[src/rtl/pool_pkg.sv]
// pool_pkg: shared FSM state type and RAM timing constant for the max pooler.
// Provides: pool_state_t (pooler FSM states), POOL_READ_LATENCY (cycles from read address to data).
package pool_pkg;
    typedef enum logic [3:0] {
        ST_WAIT,
        ST_REQ_0,
        ST_REQ_1,
        ST_REQ_2,
        ST_REQ_3,
        ST_LOAD_2,
        ST_LOAD_3,
        ST_WRITE,
        ST_FINISHED
    } pool_state_t;
    localparam int POOL_READ_LATENCY = 2;
endpackage

[src/rtl/pool_addr_gen.sv]
// pool_addr_gen: window counters and read/write address generation for the 2x2 stride-2 max pooler.
// Ports: clk, reset (sync, active-high), init (restart at first window), advance (step to next window),
//        tl_addr (top-left read address of current window), write_address_out (output address),
//        last_window (current window is the final one of the map).
module pool_addr_gen #(
    parameter int IN_WIDTH   = 4,
    parameter int IN_HEIGHT  = 4,
    parameter int ADDR_WIDTH = 10,
    parameter int READ_BASE  = 0,
    parameter int WRITE_BASE = 512
) (
    input  logic                  clk,
    input  logic                  reset,
    input  logic                  init,
    input  logic                  advance,
    output logic [ADDR_WIDTH-1:0] tl_addr,
    output logic [ADDR_WIDTH-1:0] write_address_out,
    output logic                  last_window
);
    localparam int CW = $clog2(IN_WIDTH);
    localparam int RW = $clog2(IN_HEIGHT);
    logic [CW-1:0]         r_col_count;
    logic [RW-1:0]         r_row_count;
    logic [ADDR_WIDTH-1:0] r_row_base;
    logic [ADDR_WIDTH-1:0] r_write_address;
    logic                  w_col_last;
    assign w_col_last        = r_col_count == CW'(IN_WIDTH / 2 - 1);
    assign last_window       = w_col_last && (r_row_count == RW'(IN_HEIGHT / 2 - 1));
    assign tl_addr           = r_row_base + ADDR_WIDTH'({r_col_count, 1'b0});
    assign write_address_out = r_write_address;
    always_ff @(posedge clk) begin
        if (reset) begin
            r_col_count     <= '0;
            r_row_count     <= '0;
            r_row_base      <= '0;
            r_write_address <= ADDR_WIDTH'(WRITE_BASE);
        end else if (init) begin
            r_col_count     <= '0;
            r_row_count     <= '0;
            r_row_base      <= ADDR_WIDTH'(READ_BASE);
            r_write_address <= ADDR_WIDTH'(WRITE_BASE);
        end else if (advance) begin
            r_write_address <= r_write_address + ADDR_WIDTH'(1);
            r_col_count     <= w_col_last ? '0 : r_col_count + CW'(1);
            // a row of windows spans two input rows
            if (w_col_last) begin
                r_row_count <= r_row_count + RW'(1);
                r_row_base  <= r_row_base + ADDR_WIDTH'(2 * IN_WIDTH);
            end
        end
    end
endmodule

[src/rtl/max_pooler.sv]
// max_pooler: signed 2x2 stride-2 max pooling from a shared feature RAM (2-cycle read latency) back into it.
// Ports: clk, reset (sync, active-high), run (start, sampled in WAIT), data_in (RAM read data),
//        read_address_out, result_out (pooled value), write_address_out, we_out, pool_done (1-cycle pulse).
// Option: define MAX_POOLER_RELU_EN to clamp negative pooled results to zero.
module max_pooler
    import pool_pkg::*;
#(
    parameter int IN_WIDTH   = 4,
    parameter int IN_HEIGHT  = 4,
    parameter int DATA_WIDTH = 16,
    parameter int ADDR_WIDTH = 10,
    parameter int READ_BASE  = 0,
    parameter int WRITE_BASE = 512
) (
    input  logic                         clk,
    input  logic                         reset,
    input  logic                         run,
    input  logic signed [DATA_WIDTH-1:0] data_in,
    output logic        [ADDR_WIDTH-1:0] read_address_out,
    output logic signed [DATA_WIDTH-1:0] result_out,
    output logic        [ADDR_WIDTH-1:0] write_address_out,
    output logic                         we_out,
    output logic                         pool_done
);
    pool_state_t                  r_state;
    pool_state_t                  w_next;
    logic signed [DATA_WIDTH-1:0] r_max;
    logic        [ADDR_WIDTH-1:0] w_tl;
    logic                         w_last;
    logic                         w_later_capture;
    pool_addr_gen #(
        .IN_WIDTH  (IN_WIDTH),
        .IN_HEIGHT (IN_HEIGHT),
        .ADDR_WIDTH(ADDR_WIDTH),
        .READ_BASE (READ_BASE),
        .WRITE_BASE(WRITE_BASE)
    ) u_addr (
        .clk              (clk),
        .reset            (reset),
        .init             (r_state == ST_WAIT && run),
        .advance          (r_state == ST_WRITE),
        .tl_addr          (w_tl),
        .write_address_out(write_address_out),
        .last_window      (w_last)
    );
    always_comb begin
        w_next           = r_state;
        read_address_out = '0;
        case (r_state)
            ST_WAIT:     w_next = run ? ST_REQ_0 : ST_WAIT;
            ST_REQ_0: begin
                read_address_out = w_tl;
                w_next           = ST_REQ_1;
            end
            ST_REQ_1: begin
                read_address_out = w_tl + ADDR_WIDTH'(1);
                w_next           = ST_REQ_2;
            end
            ST_REQ_2: begin
                read_address_out = w_tl + ADDR_WIDTH'(IN_WIDTH);
                w_next           = ST_REQ_3;
            end
            ST_REQ_3: begin
                read_address_out = w_tl + ADDR_WIDTH'(IN_WIDTH + 1);
                w_next           = ST_LOAD_2;
            end
            ST_LOAD_2:   w_next = ST_LOAD_3;
            ST_LOAD_3:   w_next = ST_WRITE;
            ST_WRITE:    w_next = w_last ? ST_FINISHED : ST_REQ_0;
            ST_FINISHED: w_next = ST_WAIT;
            default:     w_next = ST_WAIT;
        endcase
    end
    always_ff @(posedge clk) begin
        r_state <= reset ? ST_WAIT : w_next;
    end
    assign we_out    = r_state == ST_WRITE;
    assign pool_done = r_state == ST_FINISHED;
    // data for an address issued in REQ_k arrives two states later, so REQ_2..LOAD_3 see TL, TR, BL, BR
    assign w_later_capture = r_state == ST_REQ_3 || r_state == ST_LOAD_2 || r_state == ST_LOAD_3;
    always_ff @(posedge clk) begin
        if (reset)
            r_max <= '0;
        else if (r_state == ST_REQ_2 || (w_later_capture && data_in > r_max))
            r_max <= data_in;
    end
`ifdef MAX_POOLER_RELU_EN
    assign result_out = r_max[DATA_WIDTH-1] ? '0 : r_max;
`else
    assign result_out = r_max;
`endif
endmodule

[config.mk]
export PLATFORM = sky130hd
export DESIGN_NAME = max_pooler
export DESIGN_NICKNAME = d
export VERILOG_FILES = /design/src/rtl/pool_pkg.sv /design/src/rtl/pool_addr_gen.sv /design/src/rtl/max_pooler.sv
export SDC_FILE = /design/constraint.sdc
export NUM_CORES = 1
export LEC_CHECK = 0
export ABC_AREA = 1
export ABC_CLOCK_PERIOD_IN_PS = 2400
export CORE_AREA = 2 2 78 80
export DETAILED_ROUTE_END_ITERATION = 12
export DIE_AREA = 0 0 80 82
export PLACE_DENSITY_LB_ADDON = 0.12
export SLEW_MARGIN = 20
export SYNTH_ARGS = -nofsm -noshare
export SYNTH_HDL_FRONTEND = slang
export SYNTH_SLANG_ARGS = --single-unit
[constraint.sdc]
create_clock -name clk -period 2.4 [get_ports clk]
set_clock_uncertainty 0.1 [all_clocks]
set_input_delay 0.72 -clock clk [delete_from_list [all_inputs] [get_ports clk]]
set_output_delay 0.72 -clock clk [all_outputs]
set_load 0.01 [all_outputs]
==> flow_summary.yaml, run 1 <==
status:
  status: "finished with violations"
  violations: "setup timing"
setup_path:
  cp.arrival_ps: 1760
  critPathCaptureType: "output port"
  worstSetupEndpoint: "read_address_out[4]"
  r2r_cells: 11
  r2r_start: "result_out[14]$_SDFFE_PP0P_"
  r2r_slack_ps: 290
  cp_max_fo: 2
  crit_start: "r_state[2]$_SDFF_PP0_"
  critical_path_required_ps: 1580
  startpoint_type: "flip-flop"
  regToRegEndpoint: "result_out[4]$_SDFFE_PP0P_"
  worstSetupPathType: "flip-flop to output port"
clock_tree:
  clockBufferDepth: 2
  path_clk_slew_ps: 80
  cts_max_level: 2
  cts_tree: "yes"
  cts.sinks: 41
  clock-root-buffer: "clkbuf_8"
  clock_latency_ps: 280
  numCtsBuffers: 5
detailed_routing:
  post-route-drc-count: 0
  routed_via_density: 4.91
  firstDrtPassIters: 4
  drtAntennaViolNets: 0
  routed_wl_mm: 6.90
  routedWlPerCell_um: 13.1
  drt_iter0_drc: 67
  vias: 2583
timing:
  drv_slew: 0
  max-slew-margin-rel: 0.677
  timing.final.ws_setup_ps: -183
  rsz0062_at_grt: "true"
  tightestPinTransition_ps: 484
  fin_crit_sh: 1.08
  setup_violations: 6
  period_minus_slack_ps: 2580
  hold_viol_final: 0
  fmax_mhz: 387
  timing.hold.ws_ps: 389
logic_synthesis:
  ys_top_cells_by_area: "dfxtp_1 (32%), ha_1 (10%), nand2_1 (8.7%), inv_1 (7.4%), a21oi_1 (6.3%)"
  yosys.area.top_type: "dfxtp_1"
  ys_seq_elements: 41
  synth-async-reset-ratio: 0
  synth-edff-count: 0
  postSynthCellCount: 346
  avgSynthCellArea_um2: 7.34
  yosys_warnings: 0
  synthDistinctLibCells: 40
  syn_area_um2: 2540
  yosys.area.top_type_share: 0.323
  yosysMostFrequentCell: "nand2_1"
  syn_nets: 386
  synth_ff_type: "dfxtp_1"
  synth_commonest_cells: "nand2_1 (59), inv_1 (50), dfxtp_1 (41), nor2_1 (37), a21oi_1 (32)"
  seq_area_frac_synth: 0.323
die:
  start_util: 0.442
  row_count: 28
  die_w_um: 80
  io_pins: 57
  die_area_um2: 6560
  dieHeight_um: 82
  core_area_um2: 5750
power:
  power.switching_w: 0.000582
  clkPwrFrac: 0.271
  irDropWorstVdd_v: 0.000273
  powerDensity_nw_per_um2: 466
  comb_power_share: 0.333
  p_leak_nw: 1.82
  p_total_w: 0.00184
  swShare: 0.316
  intPower_w: 0.00126
  seq_power_share: 0.396
worst_hold_path:
  holdPathStages: 2
  hold_class: "flip-flop to flip-flop"
grt:
  overflow: 0
  grt_use_total: 0.218
  grt_pass1_wl_mm: 11.3
  antenna_found_initial: 0
  grt_pass1_vias: 2559
  grt_start_max_net_pins: 34
finish:
  fin_cells: 526
  diodes: 0
  nNetsFinal: 490
  area_delta_synth_final_pct: 55.6
  drive_above_1_share: 0.353
  nFillCells: 493
  final_util: 0.688
placement:
  place_ws_ps: -540
  hpwl_mm: 4.44
  globalplace.congestion: 0.846
  dp.cells: 503
  numPortBuffers: 56
job:
  cap_violations: 0
## state kept, by name, indices dropped and copies added (netlist names)
name                      cells
result_out                   16
u_addr.write_address_out     10
u_addr.r_row_base             7
r_state                       4
u_addr.r_col_count            2
u_addr.r_row_count            2
## through the flow
stage	TNS (ps)	instance area, um^2
after floorplan	0	2540
after global placement	-10900	3390
after detailed placement	-11640	3390
after CTS	-980	3820
after global routing	-1480	3950
final	-746	3950
## placed cells by master (no fill, tap or decap), types with 10 or more instances in the layout
cell and n:
a21oi_1 21, buf_4 43, clkdlybuf4s50_1 28, dfxtp_1 37
dlygate4sd2_1 11, ha_1 12, inv_1 44, nand2_1 50
nand3_1 10, nand3_2 19, nor2_1 32
## power groups by stage
stage	combinational, W	clock, W	sequential [W]
6_report	0.000614	0.000499	0.000729
5_1_grt	0.000676	0.000540	0.000733
4_1_cts	0.000562	0.000509	0.000730
3_5_place_dp	0.000437	0	0.000744
3_3_place_gp	0.000428	0	0.000743
2_1_floorplan	0.000231	0	0.000752
## layout make-up
cell class	count	area [um^2]	area share
multi-input combinational	244	1860	0.471
timing repair buffer	103	856	0.216
sequential	41	828	0.209
inverter	55	213	0.0538
clock buffer	7	96.3	0.0244
tap	75	93.8	0.0237
clock inverter	1	5.00	0.00127
## repair_timing
action / 4_1_cts / 5_1_grt
pin swaps: 36 / 29
endpoints found under the setup margin: 28 / 27
hold buffers: 0 / 0
buffers inserted: 8 / 4
resized for setup: 118 / 40
cloned: 3 / 0
## worst min-delay path by stage
stage | startpoint | endpoint | slack, ps
detailed placement | u_addr.r_row_count[0]$_SDFFE_PP0P_ | u_addr.r_row_count[0]$_SDFFE_PP0P_ | 380
global placement | u_addr.r_row_count[0]$_SDFFE_PP0P_ | u_addr.r_row_count[0]$_SDFFE_PP0P_ | 380
CTS | u_addr.r_row_count[0]$_SDFFE_PP0P_ | u_addr.r_row_count[0]$_SDFFE_PP0P_ | 390
floorplan | u_addr.r_row_count[0]$_SDFFE_PP0P_ | u_addr.r_row_count[0]$_SDFFE_PP0P_ | 360
finish | u_addr.r_row_count[0]$_SDFFE_PP0P_ | u_addr.r_row_count[0]$_SDFFE_PP0P_ | 390
global route | u_addr.r_row_count[0]$_SDFFE_PP0P_ | u_addr.r_row_count[0]$_SDFFE_PP0P_ | 440
## critical path: stages, from the launching register on
cell and delay [ps]:
dfxtp_4 360, nor2_4 100, nand3_2 100, ha_4 190
ha_4 160, or2_4 220, a32o_1 220, buf_2 140
## per-layer routing
layer,GRT usage,wire length [um],part of all wire
met5,0,0,0
met4,0.0542,92,0.013
met3,0.0484,260,0.038
met2,0.408,3680,0.53
met1,0.250,2860,0.42
## cell families (layout without fill, tap and decap cells)
logic type	count (synthesis)	count (layout)	share of synthesized area
simple gates	154	157	0.315
flops	41	41	0.323
compound gates	60	60	0.130
buf+inv	64	166	0.108
xor+xnor	6	6	0.0207
fa+ha+maj	21	21	0.103
Note: power is estimated with default switching activity, not from simulation.
==> run 2, diff against run 1 <==
--- a/config.mk
+++ b/config.mk
@@ -11,7 +11,7 @@
 export DETAILED_ROUTE_END_ITERATION = 12
 export DIE_AREA = 0 0 80 82
 export PLACE_DENSITY_LB_ADDON = 0.12
-export SLEW_MARGIN = 20
+export SLEW_MARGIN = 40
 export SYNTH_ARGS = -nofsm -noshare
 export SYNTH_HDL_FRONTEND = slang
 export SYNTH_SLANG_ARGS = --single-unit
==> results of run 2 <==
The final DEF is identical to that of run 1; final timing and power are the same.
==> run 3, diff against run 2 <==
--- a/config.mk
+++ b/config.mk
@@ -7,9 +7,10 @@
 export LEC_CHECK = 0
 export ABC_AREA = 1
 export ABC_CLOCK_PERIOD_IN_PS = 2400
-export CORE_AREA = 2 2 78 80
+export CORE_AREA = 2 2 77 79
+export CTS_BUF_LIST = sky130_fd_sc_hd__clkbuf_2
 export DETAILED_ROUTE_END_ITERATION = 12
-export DIE_AREA = 0 0 80 82
+export DIE_AREA = 0 0 79 81
 export PLACE_DENSITY_LB_ADDON = 0.12
 export SLEW_MARGIN = 40
 export SYNTH_ARGS = -nofsm -noshare
==> flow_summary.yaml, run 3 (same netlist as run 1, synthesis figures left out) <==
status:
  status: "finished with violations"
  violations: "setup timing"
job:
  cap_violations: 0
die:
  core_area_um2: 5680
  start_util: 0.448
  die_area_um2: 6400
  dieHeight_um: 81
  row_count: 28
  io_pins: 57
  die_w_um: 79
finish:
  mostFrequentLayoutCells: "nand2_1 (53), inv_1 (46), buf_4 (40), dfxtp_1 (36), clkdlybuf4s50_1 (34)"
  drive_above_1_share: 0.323
  diodes: 0
  area_delta_synth_final_pct: 53.8
  final_common_cell: "nand2_1"
  largest_register_ffs: 16
  final_util: 0.689
  nNetsFinal: 488
setup_path:
  startpoint_type: "flip-flop"
  cp_max_fo: 2
  crit_top_cell: "ha_4"
  critPathCaptureType: "output port"
  r2r_slack_ps: 220
  crit_chain: "nor2_4 > nand3_2 > ha_4 > ha_4 > or2_4 > a32o_1 > buf_2"
  path_delay_family: "simple AND/OR/NAND/NOR gates"
  critical_path_required_ps: 1580
  slowest_stage: "dfxtp_2"
  cp.buffers_inverters: 1
  cp.arrival_ps: 1920
  worstSetupPathType: "flip-flop to output port"
  slowest_delay_ps: 390
timing:
  fin_crit_sh: 1.14
  final.setup.tns_ps: -2190
  setup_violations: 9
  timing.hold.ws_ps: 401
  hold_viol_final: 0
  tightestPinTransition_ps: 514
  period_minus_slack_ps: 2740
  timing.final.ws_setup_ps: -339
  rsz0062_at_grt: "true"
  drv_slew: 0
  max-slew-margin-rel: 0.656
  fmax_mhz: 365
grt:
  grt_start_max_net_pins: 34
  grt_pass1_vias: 2408
  grt_pass1_wl_mm: 10.2
  overflow: 0
  grt_use_total: 0.198
  antenna_found_initial: 0
clock_tree:
  clock_latency_ps: 410
  cts_max_level: 2
  cts.sinks: 41
  cts_tree: "yes"
  clockBufferDepth: 2
  path_clk_slew_ps: 220
  numCtsBuffers: 5
  clock-root-buffer: "clkbuf_2"
detailed_routing:
  post-route-drc-count: 0
  firstDrtPassIters: 5
  routed_wl_mm: 6.45
  drtAntennaViolNets: 0
  drt_iter0_drc: 87
  routedWlPerCell_um: 12.3
  routed_via_density: 4.93
  vias: 2583
power:
  powerDensity_nw_per_um2: 444
  irDropWorstVdd_v: 0.000270
  p_leak_nw: 1.84
worst_hold_path:
  hold_class: "flip-flop to flip-flop"
placement:
  place_ws_ps: -518
  numPortBuffers: 56
  hpwl_mm: 4.33
  globalplace.congestion: 0.841
[run 3: changes by cell type in the layout (fill, tap and decap cells not counted), sizes merged, moves of 2 or more]
cell	before	now
buf	56	58
dlygate4sd2	11	0
dlymetal6s2s	1	10
clkdlybuf4s15	2	0
clkdlybuf4s50	28	34
clkbuf	12	5
[run 3: power breakdown]
part	switching (W)	internal (W)
sequential	0.0000202	0.000713
combinational	0.000300	0.000296
clock	0.000235	0.000172
[run 3: metrics by stage]
stage / power, W / area, um^2 / cells
after detailed placement: 0.00119 / 3420 / 506
after global placement: 0.00118 / 3420 / 506
after floorplan: 0.000984 / 2540 / 346
after CTS: 0.00164 / 3610 / 519
final: 0.00174 / 3910 / 524
after global routing: 0.00185 / 3910 / 524
[run 3: metal layers]
layer | track usage | share of wire | up-vias | routed length, um
li1 | - | - | 1335 | -
met1 | 0.240 | 0.43 | 1181 | 2780
met2 | 0.343 | 0.51 | 57 | 3280
met3 | 0.0489 | 0.044 | 10 | 282
met4 | 0.0672 | 0.016 | 0 | 104
met5 | 0 | 0 | - | 0
[run 3: worst reg2reg max path: cells and delay by family, from the launching register on]
family                   cells  cell delay [ps]
adder cells (fa/ha/maj)      1              290
buffers and inverters        2              240
AND/OR/NAND/NOR             11             1070
flip-flops                   1              390
[run 3: worst paths after layout]
kind,startpoint,endpoint,depth (start not counted)
max reg2reg,result_out[15]$_SDFFE_PP0P_,result_out[0]$_SDFFE_PP0P_,14
min,u_addr.r_row_count[0]$_SDFFE_PP0P_,u_addr.r_row_count[0]$_SDFFE_PP0P_,2
max,r_state[3]$_SDFF_PP0_,read_address_out[4],7
min reg2reg,u_addr.r_row_count[0]$_SDFFE_PP0P_,u_addr.r_row_count[0]$_SDFFE_PP0P_,2
[run 3: cell type report]
class | instances | area [um^2]
inverter | 55 | 224
sequential | 41 | 830
clock inverter | 3 | 41.3
tap | 75 | 93.8
clock buffer | 5 | 25.0
multi-input combinational | 243 | 1770
timing repair buffer | 102 | 923
fill | 490 | 1770
[run 3: what timing repair did]
| item | in CTS | in global routing |
|---|---|---|
| cloned | 0 | 2 |
| setup endpoints to repair | 24 | 30 |
| pin swaps | 15 | 27 |
| setup buffers | 5 | 4 |
| gates resized for setup | 86 | 53 |
| endpoints found under the hold margin | 0 | 0 |
| hold buffers | 0 | 0 |
